<file path="src/rtl/alu_muldiv_pkg.sv">
// Shared types and op decode helpers for the iterative RV32M multiply/divide unit.
package alu_muldiv_pkg;

  typedef enum logic [2:0] {
    OpMul    = 3'b000,
    OpMulh   = 3'b001,
    OpMulhsu = 3'b010,
    OpMulhu  = 3'b011,
    OpDiv    = 3'b100,
    OpDivu   = 3'b101,
    OpRem    = 3'b110,
    OpRemu   = 3'b111
  } op_e;

  typedef enum logic [1:0] {
    StIdle,
    StCalc,
    StDone
  } state_e;

  function automatic logic is_div(op_e op);
    return op inside {OpDiv, OpDivu, OpRem, OpRemu};
  endfunction

  function automatic logic is_rem(op_e op);
    return op inside {OpRem, OpRemu};
  endfunction

  function automatic logic is_signed_a(op_e op);
    return op inside {OpMulh, OpMulhsu, OpDiv, OpRem};
  endfunction

  function automatic logic is_signed_b(op_e op);
    return op inside {OpMulh, OpDiv, OpRem};
  endfunction

endpackage

</file>
<file path="src/rtl/muldiv_iter_core.sv">
// Radix-2 iteration datapath: shift-add multiply or restoring divide over one shared
// 2*WIDTH accumulator, one step per cycle for WIDTH cycles after start.
module muldiv_iter_core #(
  parameter int unsigned WIDTH = 32
) (
  input  logic               clk_i,
  input  logic               reset_i,
  input  logic               start_i,
  input  logic               div_mode_i,
  input  logic [WIDTH-1:0]   a_i,
  input  logic [WIDTH-1:0]   b_i,
  output logic               last_o,
  output logic [2*WIDTH-1:0] acc_d_o
);

  localparam int unsigned CntW = $clog2(WIDTH) + 1;

  logic [2*WIDTH-1:0] acc_q;
  logic [WIDTH-1:0]   b_q;
  logic [CntW-1:0]    cnt_q;
  logic               div_q;

  logic [WIDTH:0]     mul_sum;
  logic [WIDTH:0]     rem_shift;
  logic [WIDTH+1:0]   rem_diff;
  logic [2*WIDTH-1:0] acc_step;

  // Multiply: acc = {partial high, remaining multiplier bits}, shifted right each step.
  // Divide:   acc = {remainder, dividend bits becoming quotient bits}, shifted left.
  always_comb begin
    mul_sum   = {1'b0, acc_q[2*WIDTH-1:WIDTH]} + (acc_q[0] ? {1'b0, b_q} : '0);
    rem_shift = {acc_q[2*WIDTH-1:WIDTH], acc_q[WIDTH-1]};
    rem_diff  = {1'b0, rem_shift} - {2'b00, b_q};
    acc_step  = acc_q;
    if (!div_q) begin
      acc_step = {mul_sum, acc_q[WIDTH-1:1]};
    end else if (!rem_diff[WIDTH+1]) begin
      acc_step = {rem_diff[WIDTH-1:0], acc_q[WIDTH-2:0], 1'b1};
    end else begin
      acc_step = {rem_shift[WIDTH-1:0], acc_q[WIDTH-2:0], 1'b0};
    end
  end

  assign acc_d_o = acc_step;
  assign last_o  = (cnt_q == CntW'(1));

  always_ff @(posedge clk_i) begin
    if (reset_i) begin
      acc_q <= '0;
      b_q   <= '0;
      cnt_q <= '0;
      div_q <= 1'b0;
    end else if (start_i) begin
      acc_q <= {{WIDTH{1'b0}}, a_i};
      b_q   <= b_i;
      cnt_q <= CntW'(WIDTH);
      div_q <= div_mode_i;
    end else if (cnt_q != '0) begin
      acc_q <= acc_step;
      cnt_q <= cnt_q - CntW'(1);
    end
  end

endmodule

</file>
<file path="src/rtl/alu_muldiv_seq.sv">
// Iterative RV32M multiply/divide unit: handshake FSM, sign pre/post-processing,
// divide fast paths and result select around muldiv_iter_core.
module alu_muldiv_seq
  import alu_muldiv_pkg::*;
#(
  parameter int unsigned WIDTH = 32
) (
  input  logic             i_clk,
  input  logic             i_reset,
  input  logic             i_valid,
  output logic             o_ready,
  input  logic [2:0]       i_op,
  input  logic [WIDTH-1:0] i_operand_a,
  input  logic [WIDTH-1:0] i_operand_b,
  output logic             o_valid,
  output logic [WIDTH-1:0] o_result
);

  localparam logic [WIDTH-1:0] MinNeg = {1'b1, {(WIDTH-1){1'b0}}};

  state_e             state_q;
  op_e                op_q;
  logic               neg_q;
  logic               ready_q;
  logic               valid_q;
  logic [WIDTH-1:0]   result_q;

  op_e                op_in;
  logic               sign_a;
  logic               sign_b;
  logic               neg_in;
  logic [WIDTH-1:0]   mag_a;
  logic [WIDTH-1:0]   mag_b;
  logic               div_zero;
  logic               div_ovf;
  logic               fast_path;
  logic [WIDTH-1:0]   fast_res;
  logic               accept;
  logic               core_start;
  logic               core_last;
  logic [2*WIDTH-1:0] acc_d;
  logic [2*WIDTH-1:0] prod_fix;
  logic [WIDTH-1:0]   quot_fix;
  logic [WIDTH-1:0]   rem_fix;
  logic [WIDTH-1:0]   calc_res;

  assign op_in  = op_e'(i_op);
  assign sign_a = is_signed_a(op_in) & i_operand_a[WIDTH-1];
  assign sign_b = is_signed_b(op_in) & i_operand_b[WIDTH-1];
  assign mag_a  = sign_a ? -i_operand_a : i_operand_a;
  assign mag_b  = sign_b ? -i_operand_b : i_operand_b;
  // Remainder takes the dividend's sign; quotient and products take the XOR.
  assign neg_in = is_rem(op_in) ? sign_a : (sign_a ^ sign_b);

  assign div_zero  = is_div(op_in) && (i_operand_b == '0);
  assign div_ovf   = is_div(op_in) && is_signed_a(op_in) &&
                     (i_operand_a == MinNeg) && (i_operand_b == '1);
  assign fast_path = div_zero || div_ovf;

  always_comb begin
    fast_res = '0;
    if (div_zero) begin
      fast_res = is_rem(op_in) ? i_operand_a : '1;
    end else if (div_ovf) begin
      fast_res = is_rem(op_in) ? '0 : i_operand_a;
    end
  end

  assign accept     = (state_q == StIdle) && i_valid;
  assign core_start = accept && !fast_path;

  muldiv_iter_core #(
    .WIDTH (WIDTH)
  ) u_core (
    .clk_i      (i_clk),
    .reset_i    (i_reset),
    .start_i    (core_start),
    .div_mode_i (is_div(op_in)),
    .a_i        (mag_a),
    .b_i        (mag_b),
    .last_o     (core_last),
    .acc_d_o    (acc_d)
  );

  // Uses the core's final-step value so the result registers on the edge entering DONE.
  always_comb begin
    prod_fix = neg_q ? -acc_d : acc_d;
    quot_fix = neg_q ? -acc_d[WIDTH-1:0] : acc_d[WIDTH-1:0];
    rem_fix  = neg_q ? -acc_d[2*WIDTH-1:WIDTH] : acc_d[2*WIDTH-1:WIDTH];
    case (op_q)
      OpMul:                     calc_res = acc_d[WIDTH-1:0];
      OpMulh, OpMulhsu, OpMulhu: calc_res = prod_fix[2*WIDTH-1:WIDTH];
      OpDiv, OpDivu:             calc_res = quot_fix;
      OpRem, OpRemu:             calc_res = rem_fix;
      default:                   calc_res = '0;
    endcase
  end

  always_ff @(posedge i_clk) begin
    if (i_reset) begin
      state_q  <= StIdle;
      op_q     <= OpMul;
      neg_q    <= 1'b0;
      ready_q  <= 1'b1;
      valid_q  <= 1'b0;
      result_q <= '0;
    end else begin
      valid_q <= 1'b0;
      case (state_q)
        StIdle: begin
          if (accept) begin
            op_q    <= op_in;
            neg_q   <= neg_in;
            ready_q <= 1'b0;
            if (fast_path) begin
              state_q  <= StDone;
              valid_q  <= 1'b1;
              result_q <= fast_res;
            end else begin
              state_q <= StCalc;
            end
          end
        end
        StCalc: begin
          if (core_last) begin
            state_q  <= StDone;
            valid_q  <= 1'b1;
            result_q <= calc_res;
          end
        end
        StDone: begin
          state_q <= StIdle;
          ready_q <= 1'b1;
        end
        default: begin
          state_q <= StIdle;
          ready_q <= 1'b1;
        end
      endcase
    end
  end

  assign o_ready  = ready_q;
  assign o_valid  = valid_q;
  assign o_result = result_q;

endmodule
</file>
<file path="config.mk">
export PLATFORM = sky130hd
export DESIGN_NAME = alu_muldiv_seq
export DESIGN_NICKNAME = d
export VERILOG_FILES = /design/src/rtl/alu_muldiv_pkg.sv /design/src/rtl/muldiv_iter_core.sv /design/src/rtl/alu_muldiv_seq.sv
export SDC_FILE = /design/constraint.sdc
export NUM_CORES = 1
export LEC_CHECK = 0
export ABC_CLOCK_PERIOD_IN_PS = 5900
export CAP_MARGIN = 20
export CORE_UTILIZATION = 45
export CTS_CLUSTER_SIZE = 14
export DETAILED_ROUTE_END_ITERATION = 10
export PLACE_DENSITY = 0.75
export SYNTH_ARGS = -nofsm -noshare
export SYNTH_HDL_FRONTEND = slang
export SYNTH_SLANG_ARGS = --single-unit
</file>
<file path="constraint.sdc">
create_clock -name i_clk -period 5.9 [get_ports i_clk]
set_input_delay 1.18 -clock i_clk [delete_from_list [all_inputs] [get_ports i_clk]]
set_output_delay 1.18 -clock i_clk [all_outputs]
set_load 0.01 [all_outputs]
</file>
Word level (Yosys, flattened, before mapping). Index checks and enable logic that the tools add are counted.

Equal/unequal tests: 20. Bitwise gates (word level): 4. Multiplexer cells: 32. Add/sub/neg operators: 8. Reduce and logical (&&, ||, !) cells: 26.

Operator list (count): 2-to-1 mux 32 bit (14); 2-to-1 mux 64 bit (3); negator 32 bit (4); case mux 32 bit (4 select lines) (1); equality test 32 bit, second input constant (2); negator 64 bit (1); case mux 32 bit (2 select lines) (1); subtractor 33 x 32 -> 34 bit (1); adder 32 x 32 -> 33 bit (1); zero test 32 bit (1); equality test 3 bit, second input constant (8); 2-to-1 mux 6 bit (2); equality test 3 x 2 -> 1 bit, second input constant (3); nonzero test 4 bit (2); equality test 3 x 1 -> 1 bit, second input constant (2); equality test 6 x 1 -> 1 bit, second input constant (1); logical AND 1 bit (6); 2-to-1 mux 2 bit (3); inequality test 2 bit, second input constant (3); AND reduction 2 bit (3); nonzero test 2 bit (3); nonzero test 6 bit (1); OR reduction 2 bit (3); subtractor 6 x 1 -> 6 bit, second input constant (1); 14 further kinds (20).

Register bits after elaboration: 143. Word-level logic and storage cells: 102. Output and inout port bits: 34. Input bits: 70.

Longest topological paths before layout.
Depth after elaboration: 10. Mapped depth: 25.

Cells and area by module. Synthesis repeated with hierarchy kept, for this count alone.

Cell total of the unflattened synthesis: 2119. Area, all modules: 15471.1 sq um.

Modules (own cells, without submodules): muldiv_iter_core (sequential area each 2062.0 sq um, area an instance 8680.8 sq um, cells each 1142, instances 1); alu_muldiv_seq (sequential area each 800.8 sq um, area an instance 6790.3 sq um, cells each 977, instances 1).

Worst setup path before layout. No wires, ideal clock.

Kind: reg-to-reg. From: reg u_core.b_q[30]. To: reg result_q[22], in the netlist o_result[22]. Slack: 1.056 ns. Arrival: 4.732 ns. Setup time: 0.112 ns. Stages on the path, launching flop included: 23. Clock period less this slack: 4.844 ns. Data required time: 5.788 ns. Path through: dfxtp_1 -> inv_1 -> ha_1 -> a21o_1 -> a211o_1 -> a211oi_2 -> nand3_2 -> a21oi_4 -> buf_6 -> nor2_1 -> a21oi_1 -> ha_1 -> o211ai_1 -> or4_1 -> nor2_1 -> nand4_1 -> nor2_1 -> nor3_1 -> a211o_1 -> a21oi_1 -> o211a_1 -> nor4_1 -> a2111oi_1.

Word-level cells in the longest chain between the ends: 8. Elaborated cells on any way between the ends: 12. Those cells by class: 4 x add/sub; 8 x mux.

RTL lines: from (decl) (RTL line muldiv_iter_core.sv:19) `logic [WIDTH-1:0] b_q;`; from (signal assigned) (RTL line muldiv_iter_core.sv:55) `b_q <= b_i;`; subtractor 33 x 32 -> 34 bit * (RTL line muldiv_iter_core.sv:33) `rem_diff = {1'b0, rem_shift} - {2'b00, b_q};`; 2-to-1 mux 64 bit * (RTL line muldiv_iter_core.sv:37) `end else if (!rem_diff[WIDTH+1]) begin`; 2-to-1 mux 64 bit * (RTL line muldiv_iter_core.sv:35) `if (!div_q) begin`; negator 64 bit (tied with other cells) (RTL line alu_muldiv_seq.sv:87) `prod_fix = neg_q ? -acc_d : acc_d;`; 2-to-1 mux 64 bit (tied with other cells) (RTL line alu_muldiv_seq.sv:87); case mux 32 bit (4 select lines) * (RTL line alu_muldiv_seq.sv:90) `case (op_q)`; 2-to-1 mux 32 bit * (RTL line alu_muldiv_seq.sv:125) `if (core_last) begin`; case mux 32 bit (2 select lines) * (RTL line alu_muldiv_seq.sv:109) `case (state_q)`; to (signal assigned) (RTL line alu_muldiv_seq.sv:118) `result_q <= fast_res;`; to (signal assigned) (RTL line alu_muldiv_seq.sv:128) `result_q <= calc_res;`; to (decl) (RTL line alu_muldiv_seq.sv:26) `logic [WIDTH-1:0] result_q;`.

Every way passes the cells marked *; elsewhere a longest branch is shown, timed or not. The select of a mux whose other input is x is not followed. A chain may end at the register's enable or synchronous reset.

Final worst setup path.
From: in i_operand_b[12]. To: reg result_q[7], in the netlist o_result[7].

Word-level cells in the longest chain between the ends: 7. Elaborated cells on any way between the ends: 12. Those cells by class: 2 x eq/ne; 5 x mux; 5 x reduce/logical.

RTL lines: from (decl) (RTL line alu_muldiv_seq.sv:14) `input logic [WIDTH-1:0] i_operand_b,`; equality test 32 bit (RTL line alu_muldiv_seq.sv:57) `(i_operand_a == MinNeg) && (i_operand_b == '1);`; logical AND 1 bit (RTL line alu_muldiv_seq.sv:57); 2-to-1 mux 32 bit (RTL line alu_muldiv_seq.sv:64) `end else if (div_ovf) begin`; 2-to-1 mux 32 bit (RTL line alu_muldiv_seq.sv:62) `if (div_zero) begin`; 2-to-1 mux 32 bit (RTL line alu_muldiv_seq.sv:115) `if (fast_path) begin`; 2-to-1 mux 32 bit (RTL line alu_muldiv_seq.sv:111) `if (accept) begin`; case mux 32 bit (2 select lines) (RTL line alu_muldiv_seq.sv:109).

Parallel ways exist; a longest one is shown, timed or not. The select of a mux whose other input is x is not followed.

==> results.txt <==
H-tree depth = 4
CP peak stage delay = 630 ps
Max IR drop VDD = 0.5682 mV
Die Ht = 188.2 um
max cap viols = 0
fraction of synthesized area in multiplexers = 3.585%
die area = 35420 sq um
critical path's top delay family = simple AND/OR/NAND/NOR gates
vias in the first global route = 16.80k
worst-margin pin slew = 1143 ps
drt wl/cell = 23.01 um
fin nets = 2426
antenna violations before repair = 1
total track usage = 34.94%
Gate Count Post-Synth = 2233
Clock Sinks = 143
Post-CTS Setup Bufs = 0
Synth Flop Type = dfxtp_1
pin count of the biggest net entering global routing = 95
commonest non-fill, non-tap cells in the layout = 301 x nor2_1, 214 x a21oi_1, 187 x nand2_1
crit path cell chain = clkdlybuf4s50_1 > or4_1 > nor4_1 > nand3_1 > nor3_1 > nand2_1 > nor2_1 > nor2_1 > o22ai_4 > buf_4 > o21ai_0 > a31oi_1 > o21ai_0 > a221oi_1 > nor4_1
adder-cell share of the synthesized area = 5.951%
CTS Hold Bufs = 0
Post-Syn Area per Cell = 6.987 sq um
Critical-path top delay cell = nor4_1
I/O Pins = 104
Syn Nets = 2376
Synth Cell Area = 15600 sq um
post-route setup TNS = 0 ps
crit path kind = in -> reg
Worst-Skew Late Latency = 450 ps
final instance area = 17740 sq um
Final Hold Vio Count = 0
critical path fanouts, max = 31
Max clock buf depth = 2
Row Count = 67
Slew HR = 23.81%
Area Overhead vs Synth = 13.73%
commonest non-fill, non-tap cell in the layout = nor2_1
first-pass GRT wire length = 97.42 mm
Final Cycle Share = 95.60%
DRT antenna net count = 0
Resize count post-CTS = 0
Power per Cell Area = 478.2 nW/um^2
CTS tree = yes
clk slew on worst S/H paths = 70 ps
fmax = 177.3 MHz
crit path DAT = 5920 ps
min-delay src = u_core.acc_q[37]
type of the most critical hold path = reg -> reg
RSZ-0062 raised after global routing = false
Synth Area in XOR/XNOR = 7.916%
# fillers = 3231
sequential share of the synthesized area = 18.35%
CTS buffer count = 17
Final min period = 5640 ps
Residual DRC = 0
share of cells above drive strength 1 = 7.753%
First-pass DRT Iterations = 6
Starting Density = 46.18%
Reg-to-Reg Start = u_core.acc_q[0]
status = finished, final reports clean
GR Overflow Total = 0
final WL = 63.16 mm
Vias = 18.37k
Compound-Gate Fraction of Synth Area = 32.46%
Synth async-reset ratio = 0%
DR vias/cell = 6.693
DRT iter0 DRCs = 2563
Worst EP required = 6180 ps
Final Wtd Congestion = 1.048
register bit total from synthesis = 143
die span in x = 188.2 um
Yosys Warn Count = 0
Max Slew Vio Count = 0
LEAKAGE = 0.006729 uW
Synth Area in Simple Gates = 26.34%
Setup Viol. Count Final = 0
Critical path origin = i_operand_b[12]
clock skew = 14.88 ps
HPWL after DPL = 47.95 mm
number of buffers and inverters on the critical path = 2
count of cell types in the netlist = 105
Core ar. = 33780 sq um
CP Capture Type = flop
placed cell areas = 17160 sq um
clock root cell = clkbuf_16
Worst setup SP type = input pin
Post-synth EDFFs = 0
fin util = 52.52%
port bufs = 103
largest family of logic cells by synthesized area = compound AO/OA/AOI/OAI gates
==> cells in the mapped netlist (all sizes together) (7+ instances only) <==
library cell    n  area (sq um)
a31o            8         70.07
nand2         189         711.9
xnor2          81         709.4
mux2           11         123.9
a41oi           7         61.31
ha             71         888.4
o22ai          15         107.6
buf            42         217.7
or2            13         83.84
o31ai          18         140.1
and2           52         325.3
nor4           23         143.9
a2111oi         7         68.81
a311oi         17         155.1
nand2b         22         137.6
o211ai         29         236.5
dfxtp         143          2863
a31oi          33         212.7
inv            65         244.0
a211oi        113         853.3
a21o           30         225.2
mux2i          41         435.4
or3            23         148.9
a21oi         217          1105
a221oi         11         102.6
o41ai          11         118.9
nor2          302          1136
and4            7         61.31
xor2           60         525.5
nor3           90         465.5
nand4          38         237.7
o221ai          8         76.32
nor2b          14         87.58
or4            11         82.58
o21ai         138         709.4
o21a           17         127.6
o21bai         12         90.09
and3           23         148.9
nand3          37         200.2
clkbuf        100         376.6
==> through the flow <==
stage	total power (uW)	worst slack, ps	hold WS (ps)	instances
final	8484	259.6	497.2	2745
after global routing	8955	183.7	520.8	2744
after CTS	8244	536.9	502.2	2744
after detailed placement	7102	79.46	493.0	2712
after global placement	7006	196.7	476.0	2712
after floorplan	5495	1056	454.5	2233
==> kinds of logic (layout without fill, tap and decap cells) <==
family          after synthesis  in the layout
mux                          52             52
simple gates                860            860
buf+inv                     208            271
flops                       143            143
other cells                   0              1
xor+xnor                    141            141
compound gates              756            756
fa+ha+maj                    73             73
==> worst min-delay path: cells and delay by family, from the launching register on <==
kind / cells / cell delay [ps]
compound gates: 1 / 50
flops: 1 / 340
simple gates: 1 / 60
==> state kept, by name, summed over array words and instances (netlist names) <==
register and cells:
neg_q 1, o_ready 1, o_result 32, o_valid 1, op_q 3, state_q 2, u_core.acc_q 64, u_core.b_q 32
u_core.cnt_q 6, u_core.div_q 1
==> final timing paths <==
path / end / slack, ps / depth (start not counted)
setup reg to reg: o_result[22] / 400 / 16
hold / removal: u_core.acc_q[37] / 500 / 2
setup / recovery: o_result[7] / 260 / 15
hold reg to reg: u_core.acc_q[37] / 500 / 2
==> layer usage <==
metal,track usage [%],part of all wire (%),vias to the layer above
met5,0,0,-
met4,16.04,5.0,0
met3,8.940,12,224
met2,51.97,42,1242
met1,47.03,41,8553
li1,-,-,8354
==> power by group <==
group | leakage [uW] | internal, uW | switching [uW]
Sequential | 0.00117 | 1180 | 291
Combinational | 0.00528 | 2010 | 3860
Clock | 0.000277 | 637 | 503
Total | 0.00673 | 3840 | 4650
==> area by class of cell <==
cell class              instances  area, sq um  share of cell area, %
well taps                     448        560.5                  3.159
diodes                          1        2.502                0.01410
flip-flops and latches        143         2868                  16.16
inverters                      66        247.7                  1.396
clock buffers                  20        446.7                  2.517
clock inverters                12        136.4                 0.7686
multi-input cells            1882        11930                  67.22
repair buffers                173         1554                  8.758
No activity file was read; power rests on OpenSTA's default activity.
